`src/rtl/la_ioring_seq.sv`:
```
// la_ioring_seq: timed power-up/down sequencer for a segmented io ring, 4-phase req/ack
module la_ioring_seq #(
  parameter int NSEG  = 4,
  parameter int RINGW = 8,
  parameter int CNTW  = 8
) (
  input  logic                  clk,
  input  logic                  nreset,
  input  logic                  pwr_req,
  input  logic [CNTW-1:0]       dly,
  output logic                  pwr_ack,
  output logic                  busy,
  output logic [NSEG-1:0]       seg_on,
  output logic [NSEG*RINGW-1:0] ioring
);
  localparam int NPOS = 4 * NSEG;
  localparam int PW = $clog2(NPOS);
  localparam logic [PW-1:0] LAST = PW'(NPOS - 1);
  typedef enum logic [1:0] {OFF, UP, ON, DOWN} state_t;
  state_t state, state_nxt;
  logic [PW-1:0] pos, pos_nxt;
  logic [CNTW-1:0] cnt, cnt_nxt;
  logic [NPOS-1:0] ctl, ctl_nxt;
  logic [NSEG-1:0] seg_nxt;
  logic [1:0] rs;
  logic rst_s;
  // reset synchronizer: asserts with nreset, releases two edges later
  always_ff @(posedge clk or negedge nreset)
    if (!nreset) rs <= '0;
    else rs <= {rs[0], 1'b1};
  assign rst_s = rs[1];
  // next state: pos is the most recently changed ctrl bit, cnt the remaining hold
  always_comb begin
    state_nxt = state;
    pos_nxt = pos;
    cnt_nxt = cnt;
    ctl_nxt = ctl;
    case (state)
      OFF:
        if (pwr_req) begin
          state_nxt = UP;
          pos_nxt = '0;
          ctl_nxt[0] = 1'b1;
          cnt_nxt = dly;
        end
      UP:
        if (!pwr_req) begin
          state_nxt = DOWN;
          ctl_nxt[pos] = 1'b0;
          cnt_nxt = dly;
        end else if (cnt != '0) cnt_nxt = cnt - 1'b1;
        else if (pos != LAST) begin
          pos_nxt = pos + 1'b1;
          ctl_nxt[pos_nxt] = 1'b1;
          cnt_nxt = dly;
        end else state_nxt = ON;
      ON:
        if (!pwr_req) begin
          state_nxt = DOWN;
          ctl_nxt[LAST] = 1'b0;
          cnt_nxt = dly;
        end
      DOWN:
        if (pwr_req) begin
          state_nxt = UP;
          ctl_nxt[pos] = 1'b1;
          cnt_nxt = dly;
        end else if (cnt != '0) cnt_nxt = cnt - 1'b1;
        else if (pos != '0) begin
          pos_nxt = pos - 1'b1;
          ctl_nxt[pos_nxt] = 1'b0;
          cnt_nxt = dly;
        end else state_nxt = OFF;
      default: state_nxt = OFF;
    endcase
  end
  // segment fully on decode of the next ctrl bits, so seg_on lines up with ioring
  always_comb begin
    seg_nxt = '0;
    for (int i = 0; i < NSEG; i++) seg_nxt[i] = &ctl_nxt[4*i +: 4];
  end
  // state, pointer, hold counter and all registered outputs
  always_ff @(posedge clk or negedge rst_s)
    if (!rst_s) begin
      state <= OFF;
      pos <= '0;
      cnt <= '0;
      ctl <= '0;
      seg_on <= '0;
      pwr_ack <= 1'b0;
      busy <= 1'b0;
    end else begin
      state <= state_nxt;
      pos <= pos_nxt;
      cnt <= cnt_nxt;
      ctl <= ctl_nxt;
      seg_on <= seg_nxt;
      pwr_ack <= state_nxt == ON;
      busy <= state_nxt == UP || state_nxt == DOWN;
    end
  // spread the 4 ctrl bits of each segment into its ring word, upper bits tied low
  always_comb begin
    ioring = '0;
    for (int i = 0; i < NSEG; i++) ioring[i*RINGW +: 4] = ctl[4*i +: 4];
  end
endmodule

```
`config.mk`:
```
export PLATFORM = sky130hd
export DESIGN_NAME = la_ioring_seq
export DESIGN_NICKNAME = d
export VERILOG_FILES = /design/src/rtl/la_ioring_seq.sv
export SDC_FILE = /design/constraint.sdc
export NUM_CORES = 1
export LEC_CHECK = 0
export ABC_AREA = 1
export BUFFER_PORTS_ARGS = -buffer_cell sky130_fd_sc_hd__buf_2
export CAP_MARGIN = 10
export CORE_UTILIZATION = 30
export DETAILED_ROUTE_END_ITERATION = 10
export PLACE_DENSITY = 0.51
export REMOVE_ABC_BUFFERS = 1
export SYNTH_ARGS = -nofsm -noshare
export SYNTH_HDL_FRONTEND = slang
export SYNTH_SLANG_ARGS = --single-unit
```
`constraint.sdc`:
```
create_clock -name clk -period 1.2 [get_ports clk]
set_input_delay 0.06 -clock clk [delete_from_list [all_inputs] [get_ports clk]]
set_output_delay 0.06 -clock clk [all_outputs]
set_load 0.05 [all_outputs]
```
## Word-level counts from Yosys, hierarchy flattened

Index checks and enable logic that the tools add are counted.

- Input bits: 11
- Logic and storage cells: 97
- Output and inout port bits: 38
- Flip-flop bits (word level): 38

- $add $sub $neg: 3
- Eq/ne operators: 17
- Mux-type cells: 43
- Bitwise operators: 6
- Magnitude comparators: 6
- Reductions and logical operators: 14

Operators with widths:

| kind | number |
|---|---|
| 2-to-1 mux 16 bit | 6 |
| 2-to-1 mux 8 bit | 8 |
| bitwise AND 16 bit | 2 |
| NOT 16 bit | 2 |
| OR 16 bit | 2 |
| case mux 8 bit (4 select lines) | 1 |
| 2-to-1 mux 4 bit | 7 |
| case mux 14 bit (2 select lines) | 1 |
| AND reduction 4 bit | 5 |
| 2-to-1 mux 2 bit | 8 |
| != test 2 bit, second input constant | 8 |
| less-than comparator 4 x 5 -> 1 bit, second input constant | 3 |
| demux 1 bit (select 4 bit) | 3 |
| >= comparator 4 x 1 -> 1 bit, second input constant | 3 |
| != test 4 bit, second input constant | 3 |
| case mux 4 bit (3 select lines) | 1 |
| == test 2 bit, second input constant | 4 |
| case mux 2 bit (4 select lines) | 1 |
| AND reduction 8 bit | 1 |
| nonzero test 8 bit | 1 |
| subtractor 8 x 1 -> 8 bit, second input constant | 1 |
| case mux 1 bit (3 select lines) | 2 |
| 2-to-1 mux 1 bit | 5 |
| adder 4 x 1 -> 4 bit, second input constant | 1 |
| other kinds (7) | 10 |

## Depth between registers and ports, before layout

- Depth in word-level cells: 12
- Depth in mapped cells: 14
- Mapped depth without buffers: 14

## Worst setup path after synthesis

Ideal clock, no wire load.

- Path kind: reg2reg
- Start point: register pos[0]
- End point: register seg_on[1]
- Path slack: -494 ps
- Arrival: 1580 ps
- Stages on the path, launching flop included: 12
- Required time: 1085 ps
- Clock period less this slack: 1694 ps
- Buffers on the path: 0
- Setup time: 115 ps
- Path through: dfrtp_1 > inv_1 > ha_1 > inv_1 > nand2_1 > nand2_1 > inv_2 > nand3_1 > o21ai_0 > nand3_1 > nand2_1 > nor2_1

- Word-level cells in the longest chain between the ends: 12
- Elaborated cells between the ends (all ways): 33
- Classes of those cells: add/sub: 2; order compare: 6; eq/ne: 1; mux: 13; bitwise: 6; reduce/logical: 5

RTL lines:

| item | line | source |
|---|---|---|
| start: declaration | 21 | `logic [PW-1:0] pos, pos_nxt;` |
| start signal: assignment | 94 | `pos <= pos_nxt;` |
| subtractor 4 x 1 -> 4 bit | 70 | `pos_nxt = pos - 1'b1;` |
| less-than comparator 4 x 5 -> 1 bit (not written as such) or >= comparator 4 x 1 -> 1 bit (tied branches) | 71 | `ctl_nxt[pos_nxt] = 1'b0;` |
| logical AND 1 bit (not written as such) | 71 |  |
| 2-to-1 mux 1 bit (not written as such) | 71 |  |
| demux 1 bit (select 4 bit) | 71 |  |
| NOT 16 bit (no source line) | n/a |  |
| bitwise AND 16 bit (no source line) | n/a |  |
| 2-to-1 mux 16 bit | 69 | `else if (pos != '0) begin` |
| 2-to-1 mux 16 bit | 68 | `end else if (cnt != '0) cnt_nxt = cnt - 1'b1;` |
| 2-to-1 mux 16 bit | 64 | `if (pwr_req) begin` |
| case mux 14 bit (2 select lines) (*) | 38 | `case (state)` |
| via ctl_nxt[4] | 23 | `logic [NPOS-1:0] ctl, ctl_nxt;` |
| AND reduction 4 bit (*) | 80 | `for (int i = 0; i < NSEG; i++) seg_nxt[i] = &ctl_nxt[4*i +: 4];` |
| via seg_nxt[1] | 24 | `logic [NSEG-1:0] seg_nxt;` |
| end signal: assignment | 97 | `seg_on <= seg_nxt;` |
| end: declaration | 13 | `output logic [NSEG-1:0] seg_on,` |

Mark *: on every way through the listed nets, which the timed path passes. The rest lies on a longest branch.
A chain may end at the register's enable or synchronous reset.

## Worst setup path in the final report

- Start point: register pos[0]
- End point: register ctl[9]

- Word-level cells in the longest chain between the ends: 11
- Elaborated cells between the ends (all ways): 32
- Classes of those cells: add/sub: 2; order compare: 6; eq/ne: 1; mux: 13; bitwise: 6; reduce/logical: 4

RTL lines:

| item | line | source |
|---|---|---|
| subtractor 4 x 1 -> 4 bit | 70 |  |
| less-than comparator 4 x 5 -> 1 bit (not written as such) or >= comparator 4 x 1 -> 1 bit (tied branches) | 71 |  |
| logical AND 1 bit (not written as such) | 71 |  |
| 2-to-1 mux 1 bit (not written as such) | 71 |  |
| demux 1 bit (select 4 bit) | 71 |  |
| NOT 16 bit (no source line) | n/a |  |
| bitwise AND 16 bit (no source line) | n/a |  |
| 2-to-1 mux 16 bit | 69 |  |
| 2-to-1 mux 16 bit | 68 |  |
| 2-to-1 mux 16 bit | 64 |  |
| case mux 14 bit (2 select lines) (*) | 38 |  |
| via ctl_nxt[9] | 23 |  |
| end signal: assignment | 96 | `ctl <= ctl_nxt;` |
| end: declaration | 23 |  |

Marks and branches as above.

==> reports/qor.csv <==
metric,value,unit
Post-synth EDFFs,0,
pin count of the biggest net entering global routing,37,
Root Buffer Master,clkbuf_8,
Initial Utilization,31.4,%
cells after synthesis,482,
Critical Path RT,1.39,ns
Synth cell types,36,
Detailed Route WL,11.6,mm
final worst slack,-0.525,ns
max incr delay on CP,0.44,ns
Tmin final,1.73,ns
Pwr Density,1910,nW/um^2
Residual DRC,0,
status,"finished, violations left",
syn avg cell area,6.46,sq um
Layout Nets,628,
WP data arrival,1.91,ns
post-synthesis sequential area ratio,30.6,%
Final Hold Fails,0,
worst vdd ir,0.979,mV
Worst Path Max Fanout,8,
startpoint types,flip-flop,
gpl congestion,0.910,
Via density,5.03,
die height,104,microns
"CP delay by family, top",simple AND/OR/NAND/NOR gates,
Die W,104,microns
Worst-Skew Late Latency,0.29,ns
die area,10800,sq um
CP cell instances,inv_2 -> ha_4 -> nand2_8 -> nand2_1 -> nor2_1 -> nand3_1 -> a21oi_2 -> nand2_1 -> buf_4,
Slowest cell on crit path,dfrtp_1,
Top Ports,49,
ANT cells,0,
Longest Clk Path Bufs,2,
Crit path top cell by count,nand2_1,
GR peak layer,met2,
unrepaired setup endpoints after global routing,yes,
core region area,9910,sq um
failing checks,negative setup slack,
Clock Sinks,38,
post-layout instance area,4840,sq um
first-pass GRT wire length,18.2,mm
ys async rst share,100,%
M3 GR Usage,3.52,%
final-report setup violation count,36,
Finished Layout Cells,745,
fraction of layout cells with a size suffix above 1,43.8,%
M1 GR Usage,25.4,%
Hold WC Path Type,in2reg,
Overflow after GRT,0,
CP bufs+invs,2,
Setup CP Type,reg2reg,
TNS Setup,-14.75,ns
Ys Warns,0,
f_max,580,MHz
ys flop type,dfrtp_1,
CTS H-tree depth,2,
vias in the first global route,3720,
total track usage,21.1,%
synthesis-to-finish area growth,55.5,%
final worst-path cycle share,144,%
CTS tree,built,
met2 Use GR,36.9,%
remaining antenna violation count,0,
clk slew on worst S/H paths,0.08,ns
routed len/inst,15.6,microns
Leak Pwr,0.00229,uW
Port Buffer Count,32,
Seq cells post-synth,38,
First-pass DRT Iterations,5,
MaxCap Viol Count,0,
via count,3750,
# rows,36,
Setup Skew,0.00512,ns
drt first-iter violations,175,
CP endpoint kind,flip-flop,
Post-Place Cells,720,
cts bufs inserted,5,
antenna violations before repair,0,
DP HPWL,8.22,mm
placed inst area,3970,sq um
Syn Std Cell Area,3110,sq um
max-slew violations,0,
-- where the power goes --
part / internal (uW) / switching (uW) / total, uW
clock: 465 / 492 / 957
combinational: 2370 / 4010 / 6380
sequential: 1600 / 284 / 1880
-- layer usage --
metal | vias to the layer above | share of wire [%]
met5 | - | 0
met3 | 43 | 5.4
met1 | 1773 | 41
met4 | 0 | 3.8
li1 | 1803 | -
met2 | 131 | 49
-- path summary, 6_finish.rpt --
check | start | to | slack (ns) | depth (start not counted)
worst max-delay path | pos[0] | ctl[9] | -0.53 | 9
worst min-delay path | dly[3] | cnt[3] | 0.05 | 3
worst max register to register | pos[0] | ctl[9] | -0.53 | 9
worst min register to register | rs[1] | cnt[4] | 0.24 | 1
max in group asynchronous | rs[1] | pos[1] | 0.76 | 1
min in group asynchronous | nreset | rs[1] | 0.07 | 2
-- logic make-up after synthesis --
logic type,after synthesis,synth area share [%]
adders and majority gates,6,2.41
other,2,0.241
and+or+nand+nor,245,34.0
buffers and inverters,88,14.4
DFF,38,30.6
xor gates and xnor gates,3,0.845
AOI/OAI and AO/OA,100,17.6
-- cell usage in the layout, fill, tap and decap left out, drive strengths merged --
master,count
nand4,3
ha,6
nor3,3
or2,1
a21oi,26
nand3,54
dlygate4sd3,1
o21ai,55
nor2,56
o21a,1
clkbuf,7
o221ai,1
inv,56
o211ai,3
o21bai,3
o22ai,4
xor2,3
dfrtp,38
a211oi,1
conb,17
clkinv,2
a22oi,2
buf,136
o31ai,3
and2,1
a31oi,1
nand2,128
-- area by class of cell --
cell class,instances,area [sq um]
Timing Repair Buffer,137,1050
Fill cell,973,5070
Clock inverter,1,5.00
Sequential cell,38,955
Clock buffer,7,86.3
Tap cell,133,166
Inverter,57,241
Multi-Input combinational cell,372,2330
-- cell usage after synthesis, drive strengths merged, types with 2 or more instances --
cell | count | share of area, %
a21oi | 26 | 4.3
a22oi | 2 | 0.48
buf | 26 | 6.7
clkbuf | 5 | 0.60
conb | 2 | 0.24
dfrtp | 38 | 31
ha | 6 | 2.4
inv | 56 | 6.8
nand2 | 127 | 16
nand3 | 54 | 9.2
nand4 | 3 | 0.60
nor2 | 56 | 7.4
nor3 | 3 | 0.48
o211ai | 3 | 0.72
o21ai | 55 | 8.8
o21bai | 3 | 0.72
o22ai | 4 | 0.80
o31ai | 3 | 0.72
xor2 | 3 | 0.84
-- worst reg2reg max path: cells and delay by family, from the launching register on --
family,cells,cell delay (ns)
AND/OR/NAND/NOR,5,0.61
flip-flops,1,0.44
buffers and inverters,2,0.23
adder cells (fa/ha/maj),1,0.21
AO/OA/AOI/OAI,1,0.13
-- per-stage QoR --
stage / setup WS, ns / util (%) / total power [uW] / hold WS (ns)
6_report: -0.525 / 48.8 / 9220 / 0.0475
5_1_grt: -0.621 / 48.8 / 9810 / 0.0524
3_3_place_gp: -0.657 / 40.1 / 6520 / -0.155
4_1_cts: -0.476 / 45.7 / 8320 / 0.0305
2_1_floorplan: -0.908 / - / 4680 / -0.236
3_5_place_dp: -0.677 / 40.1 / 6580 / -0.152
-- registers in the layout (all words and copies together) (netlist names) --
| signal | cells |
|---|---|
| ctl | 16 |
| cnt | 8 |
| pos | 4 |
| seg_on | 4 |
| rs | 2 |
| state | 2 |
| busy | 1 |
| pwr_ack | 1 |
-- timing repair --
item / 4_1_cts / 5_1_grt
pin swaps: 23 / 17
hold buffers: 1 / 0
gates cloned: 1 / 0
setup endpoints to repair: 36 / 36
setup buffers: 10 / 6
hold endpoints to repair: 2 / 0
resized for setup: 110 / 73
No activity file was read; power rests on OpenSTA's default activity.
